`src/rtl/mem_access_unit.sv`:
```
// mem_access_unit: MIPS memory-stage access unit. Takes one load/store/pass-through
// op at a time, runs it over a split-transaction (req/addr_ok/data_ok) bus, formats
// load data, builds store strobes and reports address-error / bus-timeout exceptions.
`timescale 1ns/1ps

module mem_access_unit #(
    parameter int ADDR_W       = 32,
    parameter bit UNALIGNED_EN = 1'b1,
    parameter int WAIT_LIMIT   = 255
) (
    input  logic              clk,
    input  logic              resetn,
    input  logic              flush,
    input  logic              in_valid,
    output logic              in_ready,
    input  logic [3:0]        in_op,
    input  logic [ADDR_W-1:0] in_addr,
    input  logic [31:0]       in_rt,
    input  logic [31:0]       in_passthru,
    input  logic [31:0]       in_pc,
    output logic              bus_req,
    output logic              bus_wr,
    output logic [1:0]        bus_size,
    output logic [ADDR_W-1:0] bus_addr,
    output logic [3:0]        bus_wstrb,
    output logic [31:0]       bus_wdata,
    input  logic              bus_addr_ok,
    input  logic              bus_data_ok,
    input  logic [31:0]       bus_rdata,
    output logic              out_valid,
    input  logic              out_ready,
    output logic [31:0]       out_result,
    output logic [31:0]       out_pc,
    output logic [1:0]        out_exc,
    output logic [ADDR_W-1:0] out_badvaddr
);

    localparam logic [3:0] OP_LB  = 4'd0;
    localparam logic [3:0] OP_LBU = 4'd1;
    localparam logic [3:0] OP_LH  = 4'd2;
    localparam logic [3:0] OP_LHU = 4'd3;
    localparam logic [3:0] OP_LW  = 4'd4;
    localparam logic [3:0] OP_LWL = 4'd5;
    localparam logic [3:0] OP_LWR = 4'd6;
    localparam logic [3:0] OP_SB  = 4'd8;
    localparam logic [3:0] OP_SH  = 4'd9;
    localparam logic [3:0] OP_SW  = 4'd10;
    localparam logic [3:0] OP_SWL = 4'd11;
    localparam logic [3:0] OP_SWR = 4'd12;

    localparam int CNT_W = (WAIT_LIMIT > 1) ? $clog2(WAIT_LIMIT + 1) : 1;
    localparam logic [CNT_W-1:0] CNT_LAST = CNT_W'((WAIT_LIMIT == 0) ? 0 : WAIT_LIMIT - 1);

    typedef enum logic [2:0] {
        S_IDLE,
        S_REQ,
        S_WAIT,
        S_DONE,
        S_CANCEL
    } state_t;

    state_t            state;
    state_t            next_state;
    logic [3:0]        op_q;
    logic [ADDR_W-1:0] addr_q;
    logic [31:0]       rt_q;
    logic [CNT_W-1:0]  wait_cnt;
    logic              accept;
    logic              in_is_mem;
    logic              in_misaligned;
    logic              finish_data;
    logic              timeout;

    function automatic logic op_is_load(input logic [3:0] op);
        op_is_load = 1'b0;
        case (op)
            OP_LB, OP_LBU, OP_LH, OP_LHU, OP_LW: op_is_load = 1'b1;
            OP_LWL, OP_LWR:                      op_is_load = UNALIGNED_EN;
            default:                             op_is_load = 1'b0;
        endcase
    endfunction

    function automatic logic op_is_store(input logic [3:0] op);
        op_is_store = 1'b0;
        case (op)
            OP_SB, OP_SH, OP_SW: op_is_store = 1'b1;
            OP_SWL, OP_SWR:      op_is_store = UNALIGNED_EN;
            default:             op_is_store = 1'b0;
        endcase
    endfunction

    function automatic logic op_misaligned(input logic [3:0] op, input logic [1:0] a);
        op_misaligned = 1'b0;
        case (op)
            OP_LH, OP_LHU, OP_SH: op_misaligned = a[0];
            OP_LW, OP_SW:         op_misaligned = |a;
            default:              op_misaligned = 1'b0;
        endcase
    endfunction

    function automatic logic op_is_word(input logic [3:0] op);
        op_is_word = (op == OP_LW) || (op == OP_LWL) || (op == OP_LWR) ||
                     (op == OP_SW) || (op == OP_SWL) || (op == OP_SWR);
    endfunction

    function automatic logic [1:0] op_size(input logic [3:0] op);
        op_size = 2'd2;
        case (op)
            OP_LB, OP_LBU, OP_SB: op_size = 2'd0;
            OP_LH, OP_LHU, OP_SH: op_size = 2'd1;
            default:              op_size = 2'd2;
        endcase
    endfunction

    function automatic logic [31:0] load_format(input logic [3:0] op, input logic [1:0] a,
                                                input logic [31:0] r, input logic [31:0] t);
        logic [7:0]  b;
        logic [15:0] h;
        b = r[{a, 3'b000} +: 8];
        h = a[1] ? r[31:16] : r[15:0];
        load_format = 32'h0;
        case (op)
            OP_LB:  load_format = {{24{b[7]}}, b};
            OP_LBU: load_format = {24'h0, b};
            OP_LH:  load_format = {{16{h[15]}}, h};
            OP_LHU: load_format = {16'h0, h};
            OP_LW:  load_format = r;
            OP_LWL:
                case (a)
                    2'd0:    load_format = {r[7:0], t[23:0]};
                    2'd1:    load_format = {r[15:0], t[15:0]};
                    2'd2:    load_format = {r[23:0], t[7:0]};
                    default: load_format = r;
                endcase
            OP_LWR:
                case (a)
                    2'd0:    load_format = r;
                    2'd1:    load_format = {t[31:24], r[31:8]};
                    2'd2:    load_format = {t[31:16], r[31:16]};
                    default: load_format = {t[31:8], r[31:24]};
                endcase
            default: load_format = 32'h0;
        endcase
    endfunction

    function automatic logic [3:0] store_strobe(input logic [3:0] op, input logic [1:0] a);
        store_strobe = 4'b0000;
        case (op)
            OP_SB:  store_strobe = 4'b0001 << a;
            OP_SH:  store_strobe = a[1] ? 4'b1100 : 4'b0011;
            OP_SW:  store_strobe = 4'b1111;
            OP_SWL:
                case (a)
                    2'd0:    store_strobe = 4'b0001;
                    2'd1:    store_strobe = 4'b0011;
                    2'd2:    store_strobe = 4'b0111;
                    default: store_strobe = 4'b1111;
                endcase
            OP_SWR:
                case (a)
                    2'd0:    store_strobe = 4'b1111;
                    2'd1:    store_strobe = 4'b1110;
                    2'd2:    store_strobe = 4'b1100;
                    default: store_strobe = 4'b1000;
                endcase
            default: store_strobe = 4'b0000;
        endcase
    endfunction

    function automatic logic [31:0] store_data(input logic [3:0] op, input logic [1:0] a,
                                               input logic [31:0] t);
        store_data = 32'h0;
        case (op)
            OP_SB:  store_data = {4{t[7:0]}};
            OP_SH:  store_data = {2{t[15:0]}};
            OP_SW:  store_data = t;
            OP_SWL:
                case (a)
                    2'd0:    store_data = {24'h0, t[31:24]};
                    2'd1:    store_data = {16'h0, t[31:16]};
                    2'd2:    store_data = {8'h0, t[31:8]};
                    default: store_data = t;
                endcase
            OP_SWR:
                case (a)
                    2'd0:    store_data = t;
                    2'd1:    store_data = {t[23:0], 8'h0};
                    2'd2:    store_data = {t[15:0], 16'h0};
                    default: store_data = {t[7:0], 24'h0};
                endcase
            default: store_data = 32'h0;
        endcase
    endfunction

    assign in_ready      = (state == S_IDLE) && !flush;
    assign accept        = in_valid && in_ready;
    assign in_is_mem     = op_is_load(in_op) || op_is_store(in_op);
    assign in_misaligned = in_is_mem && op_misaligned(in_op, in_addr[1:0]);
    assign bus_wr        = op_is_store(op_q);
    assign bus_size      = op_size(op_q);

    // Next-state decode; also flags the cycle a bus read completes or the wait times out
    always_comb begin
        next_state  = state;
        finish_data = 1'b0;
        timeout     = 1'b0;
        case (state)
            S_IDLE: begin
                if (accept) begin
                    next_state = (!in_is_mem || in_misaligned) ? S_DONE : S_REQ;
                end
            end
            S_REQ: begin
                if (bus_addr_ok) begin
                    if (bus_data_ok) begin
                        next_state  = flush ? S_IDLE : S_DONE;
                        finish_data = !flush;
                    end else begin
                        next_state = flush ? S_CANCEL : S_WAIT;
                    end
                end else if (flush) begin
                    next_state = S_IDLE;
                end
            end
            S_WAIT: begin
                if (bus_data_ok) begin
                    next_state  = flush ? S_IDLE : S_DONE;
                    finish_data = !flush;
                end else if (flush) begin
                    next_state = S_CANCEL;
                end else if ((WAIT_LIMIT != 0) && (wait_cnt == CNT_LAST)) begin
                    next_state = S_DONE;
                    timeout    = 1'b1;
                end
            end
            S_DONE: begin
                if (flush || out_ready) begin
                    next_state = S_IDLE;
                end
            end
            S_CANCEL: begin
                if (bus_data_ok) begin
                    next_state = S_IDLE;
                end
            end
            default: next_state = S_IDLE;
        endcase
    end

    // State register
    always_ff @(posedge clk or negedge resetn) begin
        if (!resetn) begin
            state <= S_IDLE;
        end else begin
            state <= next_state;
        end
    end

    // Counts consecutive WAIT cycles; cleared whenever the unit leaves or is not in WAIT
    always_ff @(posedge clk or negedge resetn) begin
        if (!resetn) begin
            wait_cnt <= '0;
        end else if ((state == S_WAIT) && (next_state == S_WAIT)) begin
            wait_cnt <= wait_cnt + 1'b1;
        end else begin
            wait_cnt <= '0;
        end
    end

    // Latches the request and builds every registered output (bus side and result side)
    always_ff @(posedge clk or negedge resetn) begin
        if (!resetn) begin
            op_q         <= 4'd0;
            addr_q       <= '0;
            rt_q         <= 32'h0;
            bus_req      <= 1'b0;
            bus_addr     <= '0;
            bus_wstrb    <= 4'b0000;
            bus_wdata    <= 32'h0;
            out_valid    <= 1'b0;
            out_result   <= 32'h0;
            out_pc       <= 32'h0;
            out_exc      <= 2'd0;
            out_badvaddr <= '0;
        end else begin
            bus_req   <= (next_state == S_REQ);
            out_valid <= (next_state == S_DONE);
            if (accept) begin
                op_q         <= in_op;
                addr_q       <= in_addr;
                rt_q         <= in_rt;
                out_pc       <= in_pc;
                bus_addr     <= op_is_word(in_op) ? {in_addr[ADDR_W-1:2], 2'b00} : in_addr;
                bus_wstrb    <= op_is_store(in_op) ? store_strobe(in_op, in_addr[1:0]) : 4'b0000;
                bus_wdata    <= op_is_store(in_op) ? store_data(in_op, in_addr[1:0], in_rt) : 32'h0;
                out_result   <= in_is_mem ? 32'h0 : in_passthru;
                out_exc      <= in_misaligned ? (op_is_store(in_op) ? 2'd2 : 2'd1) : 2'd0;
                out_badvaddr <= in_misaligned ? in_addr : '0;
            end
            if (finish_data) begin
                out_result <= op_is_load(op_q) ? load_format(op_q, addr_q[1:0], bus_rdata, rt_q) : 32'h0;
            end
            if (timeout) begin
                out_result   <= 32'h0;
                out_exc      <= 2'd3;
                out_badvaddr <= addr_q;
            end
        end
    end

endmodule

```
`config.mk`:
```
export PLATFORM = sky130hd
export DESIGN_NAME = mem_access_unit
export DESIGN_NICKNAME = d
export VERILOG_FILES = /design/src/rtl/mem_access_unit.sv
export SDC_FILE = /design/constraint.sdc
export NUM_CORES = 1
export LEC_CHECK = 0
export CAP_MARGIN = 20
export CORE_MARGIN = 2
export CORE_UTILIZATION = 49
export DETAILED_ROUTE_END_ITERATION = 6
export PLACE_DENSITY_LB_ADDON = 0.05
export REMOVE_ABC_BUFFERS = 1
export SYNTH_ARGS = -nofsm -noshare
export SYNTH_HDL_FRONTEND = slang
export SYNTH_SLANG_ARGS = --single-unit
```
`constraint.sdc`:
```
create_clock -name clk -period 2.3 [get_ports clk]
set_clock_uncertainty 0.05 [all_clocks]
set_input_delay 0.69 -clock clk [delete_from_list [all_inputs] [get_ports clk]]
set_output_delay 0.69 -clock clk [all_outputs]
set_load 0.03 [all_outputs]
```
Word level (Yosys, flattened, before mapping)
Index checks and enable logic that the tools add are counted.

word-level totals
  input port bits = 171
  RAM bits = 0
  memories kept = 0
  word-level logic and storage cells = 136
  output and inout port bits = 172
  memory bits (read-only) = 0
  latch bits = 0
  register bits after elaboration = 247

operators by class
  $lt $le $gt $ge = 0
  reduce and logical (&&, ||, !) cells = 30
  bitwise operators = 0
  div/mod/pow operators = 0
  multiply operators = 0
  eq/ne operators = 34
  muxes and demuxes = 55
  shift operators = 2
  add/sub/neg operators = 1

operators by type and width
  operator             count
  $pmux 32 s3          4
  $mux 32              9
  $pmux 32 s7          1
  $pmux 32 s5          1
  $eq 4x4->1 const B   10
  $shiftx 32x6->8      1
  $mux 3               10
  $eq 4x3->1 const B   6
  $pmux 4 s5           1
  $eq 4x2->1 const B   4
  $mux 16              1
  $pmux 3 s5           1
  $mux 2               7
  $reduce_or 7->1      2
  $eq 3x2->1 const B   4
  $mux 1               12
  $pmux 4 s3           1
  $reduce_or 5->1      2
  $pmux 3 s3           1
  $reduce_or 3->1      3
  $add 8x1->8 const B  1
  $eq 4x1->1 const B   2
  $eq 8x8->1 const B   1
  $logic_not 4->1      2
  other kinds (17)     35

Depth between registers and ports, before layout
  depth in word-level cells = 12
  depth in mapped cells = 9
  gate-level depth less buffers = 7

Least setup slack after synthesis
No wires, ideal clock.

  path type = input-to-reg
  from = in in_addr[1]
  to = reg bus_wdata[14]
  cell stages on the path = 7
  setup slack = 0.078 ns
  data required time = 2.123 ns
  data arrival time = 2.045 ns
  path through = buf_2 > buf_6 > mux2_2 > a221oi_1 > o22ai_1 > a221oi_1 > nor2_1

on the way
  cells in the longest elaborated chain, start to end = 4
  elaborated cells between the ends (all ways) = 7
  classes of those cells = 2 x eq/ne; 4 x mux; 1 x reduce/logical

RTL lines
  item                                      line      RTL
  start: declaration                        17        input logic [ADDR_W-1:0] in_addr,
  $eq 2x2->1, or another cell as far along  178, 185
  $pmux 32 s3, on equally long branches     185, 178
  $pmux 32 s5 (*)                           173       case (op)
  $mux 32 (*)                               295       bus_wdata <= op_is_store(in_op) ? store_data(in_op, in_addr[1:0], in_rt) : 32'h0;
  end signal: assignment                    295
  end: declaration                          26        output logic [31:0] bus_wdata,

Every way passes the cells marked *; elsewhere a longest branch is shown, timed or not.
A chain may end at the register's enable or synchronous reset.

Final worst setup path
  from = in in_addr[0]
  to = reg out_badvaddr[13]

on the way
  cells in the longest elaborated chain, start to end = 6

RTL lines
  item                    line  RTL
  $reduce_or 2->1         96    OP_LW, OP_SW: op_misaligned = |a;
  $pmux 1 s2 (*)          94    case (op)
  $logic_and 1x1->1 (*)   198   assign in_misaligned = in_is_mem && op_misaligned(in_op, in_addr[1:0]);
  $mux 32 (*)             298   out_badvaddr <= in_misaligned ? in_addr : '0;
  $mux 32 (*)             288   if (accept) begin
  $mux 32 (*)             303   if (timeout) begin
  end signal: assignment  298
  end signal: assignment  306   out_badvaddr <= addr_q;
  end: declaration        35    output logic [ADDR_W-1:0] out_badvaddr

Every way passes the cells marked *; elsewhere a longest branch is shown, timed or not. The select of a mux whose other input is x is not followed.

==> results.py <==
metrics = {
    "timing": {
        "fin_setup_tns_ps": 0,
        "tightestPinTransition_ps": 1160,
        "rsz0062_at_grt": "true",
        "setup_violations": 0,
        "slew_viol_final": 0,
        "min_period_ps": 2290,
        "fmax_ghz": 0.437,
        "fin_ws_ps": 11.9,
        "fin_crit_sh": 0.995,
        "relSlewSlack": 0.223,
        "hold_viol": 0,
        "finalHoldWorstSlack_ps": 414,
    },
    "critical_path": {
        "ff2ff_setup_slack_ps": 50,
        "crit_fanout": 33,
        "crit_arrival_ps": 2640,
        "worst_setup_path_end_kind": "flop",
        "required_ps": 2650,
        "start_kind": "input port",
        "crit_type": "input port to flop",
    },
    "final_layout": {
        "multi_input_comb_area_mm2": 0.00595,
        "drive_above_1_share": 0.173,
        "n_antenna_cell": 0,
        "layout_commonest_cell": "nand2_1",
        "fin_nets": 1971,
        "num-fill-cells": 1923,
        "syn2layout_area_growth_pct": 46.3,
        "ff_latch_area_mm2": 0.00544,
        "final_cell_mix": "nand2_1, dfrtp_1, buf_4, clkdlybuf4s50_1, dlygate4sd2_1",
    },
    "drt": {
        "routed_wl_um": 40500,
        "drt_first_pass_iters": 7,
        "route.detailed.drc": 0,
        "ant_nets": 0,
        "avgRoutedWirePerCell_um": 18.9,
        "viasPerCell": 5.57,
        "drt_iter0_drc": 1027,
        "vias": 11900,
    },
    "cts": {
        "clock_sinks": 217,
        "clkLatencyLatePin_ps": 530,
        "cts_tree": "done",
        "clockRootBuffer": "clkbuf_16",
        "cts_buffer_depth": 3,
        "path_clk_slew_ps": 70,
        "cts_max_level": 1,
        "cts_buffers": 25,
    },
    "floorplanning": {
        "coreArea_mm2": 0.0243,
        "ioPinCount": 343,
        "design.die.area_mm2": 0.0260,
        "initial_core_util": 0.499,
        "die_width_um": 161,
        "rows": 57,
        "die_h_um": 161,
    },
    "grt": {
        "grt_overflow": 0,
        "grt_pass1_wl_um": 64100,
        "met1_usage": 0.403,
        "grt_pass1_vias": 11900,
        "antenna_found_initial": 0,
        "grt_max_degree": 71,
        "grtUsageMet3": 0.0778,
        "busiest_layer": "met2",
        "grt_util_all_layers": 0.305,
        "use_met2": 0.495,
    },
    "place": {
        "place_hpwl_um": 30200,
        "io_buffers": 342,
        "post-place-ws_ps": -472,
        "place.gp.congestion": 0.928,
    },
    "power_and_ir_drop": {
        "peakVddDrop_v": 0.000731,
        "leakagePower_nw": 8.89,
        "power.density_mw_per_mm2": 1060,
    },
    "yosys": {
        "ys_ff_latch": 217,
        "avgSynthCellArea_um2": 8.93,
        "synth_edf_count": 0,
        "async_flop_share": 1.00,
        "yosysTopAreaCellShare": 0.448,
        "seq_area_frac_synth": 0.448,
        "syn_area_mm2": 0.0121,
        "synth_warnings": 0,
        "synth-main-ff-cell": "dfrtp_1",
        "synth_cells": 1359,
        "synthTopCellsByArea": "dfrtp_1, nand2_1, mux2i_1",
        "synth_cell_type_count": 76,
        "synth_top_cell_by_area": "dfrtp_1",
    },
    "flow_run": {
        "maxCapViolations": 0,
    },
    "status": {
        "status": "finished clean",
    },
    "hold_path": {
        "hold_class": "flop to flop",
    },
}
-- synth_stat cells, drive strengths merged (9+ instances only) --
cell,instances
nor2b,14
buf,107
clkbuf,30
o21ai,47
mux2,16
nor3b,9
a221o,49
a211oi,20
dfrtp,217
a22oi,21
a21o,19
o31ai,9
mux2i,56
nand2,387
nor2,120
a2111oi,9
a221oi,28
a21oi,64
a31oi,19
a222oi,16
-- sequential cells by signal, summed over array words and instances, names as in the netlist, 3 cells and up --
| register | count |
|---|---|
| op_q | 4 |
| rt_q | 32 |
| out_pc | 32 |
| bus_wstrb | 4 |
| state | 3 |
| bus_wdata | 32 |
| out_result | 32 |
| out_badvaddr | 32 |
| bus_addr | 32 |
| wait_cnt | 8 |
-- final timing paths --
path	cells after the start	startpoint	end
setup / recovery	9	in_addr[0]	out_badvaddr[13]
hold / removal	2	out_result[7]	out_result[7]
setup reg to reg	6	addr_q[1]	out_result[28]
hold reg to reg	2	out_result[7]	out_result[7]
max in group asynchronous	3	resetn	bus_wdata[25]
min in group asynchronous	2	resetn	wait_cnt[6]
-- worst max-delay path: stages --
cell             delay [ps]
clkdlybuf4s50_1         410
buf_4                   170
buf_4                   170
a21oi_1                 180
o32ai_2                 140
a32oi_2                 220
nor2_2                   70
buf_12                  170
a221o_1                 370
-- report_power, final --
group / total [W] / switching, W / internal [W]
registers: 0.00604 / 0.000929 / 0.00511
clock network: 0.00398 / 0.00161 / 0.00237
logic: 0.00872 / 0.00524 / 0.00348
total: 0.0187 / 0.00778 / 0.0110
-- cell type report --
cell class	instances	share of cell area
clock buffer	35	0.0396
clock inverter	11	0.00691
inverter	6	0.00127
multi-input combinational	999	0.335
sequential	217	0.307
tap	324	0.0229
timing repair buffer	549	0.288
-- cell families (layout without fill, tap and decap cells) --
kind of cell / after synthesis / after routing / share of synthesized area
adder cells (fa/ha/maj): 3 / 3 / 0.00299
multiplexers: 74 / 74 / 0.0651
flip-flops: 217 / 217 / 0.448
AO/OA/AOI/OAI: 334 / 334 / 0.209
XOR/XNOR: 6 / 6 / 0.00433
buffers and inverters: 143 / 601 / 0.0661
AND/OR/NAND/NOR: 582 / 582 / 0.204
-- through the flow --
step                cells  total power (W)  cell area (um2)  utilization
global placement     2089           0.0153            16900        0.697
floorplan            1222           0.0110            11300            -
CTS                  2138           0.0188            17600        0.725
global route         2141           0.0198            17700        0.729
finish               2141           0.0187            17700        0.729
detailed placement   2089           0.0154            16900        0.697
-- repair_timing --
action / in CTS / in global routing
pin swaps: 2 / 2
hold buffers: 1 / 0
endpoints found under the hold margin: 22 / 0
setup buffers: 2 / 4
gates resized for setup: 152 / 32
setup endpoints to repair: 147 / 57
-- metal layers --
metal | vias to the layer above | share of wire
met2 | 484 | 0.47
met1 | 5690 | 0.41
met4 | 0 | 0.032
met3 | 78 | 0.087
met5 | - | 0
li1 | 5677 | -
Power figures use the tool's default switching activity.
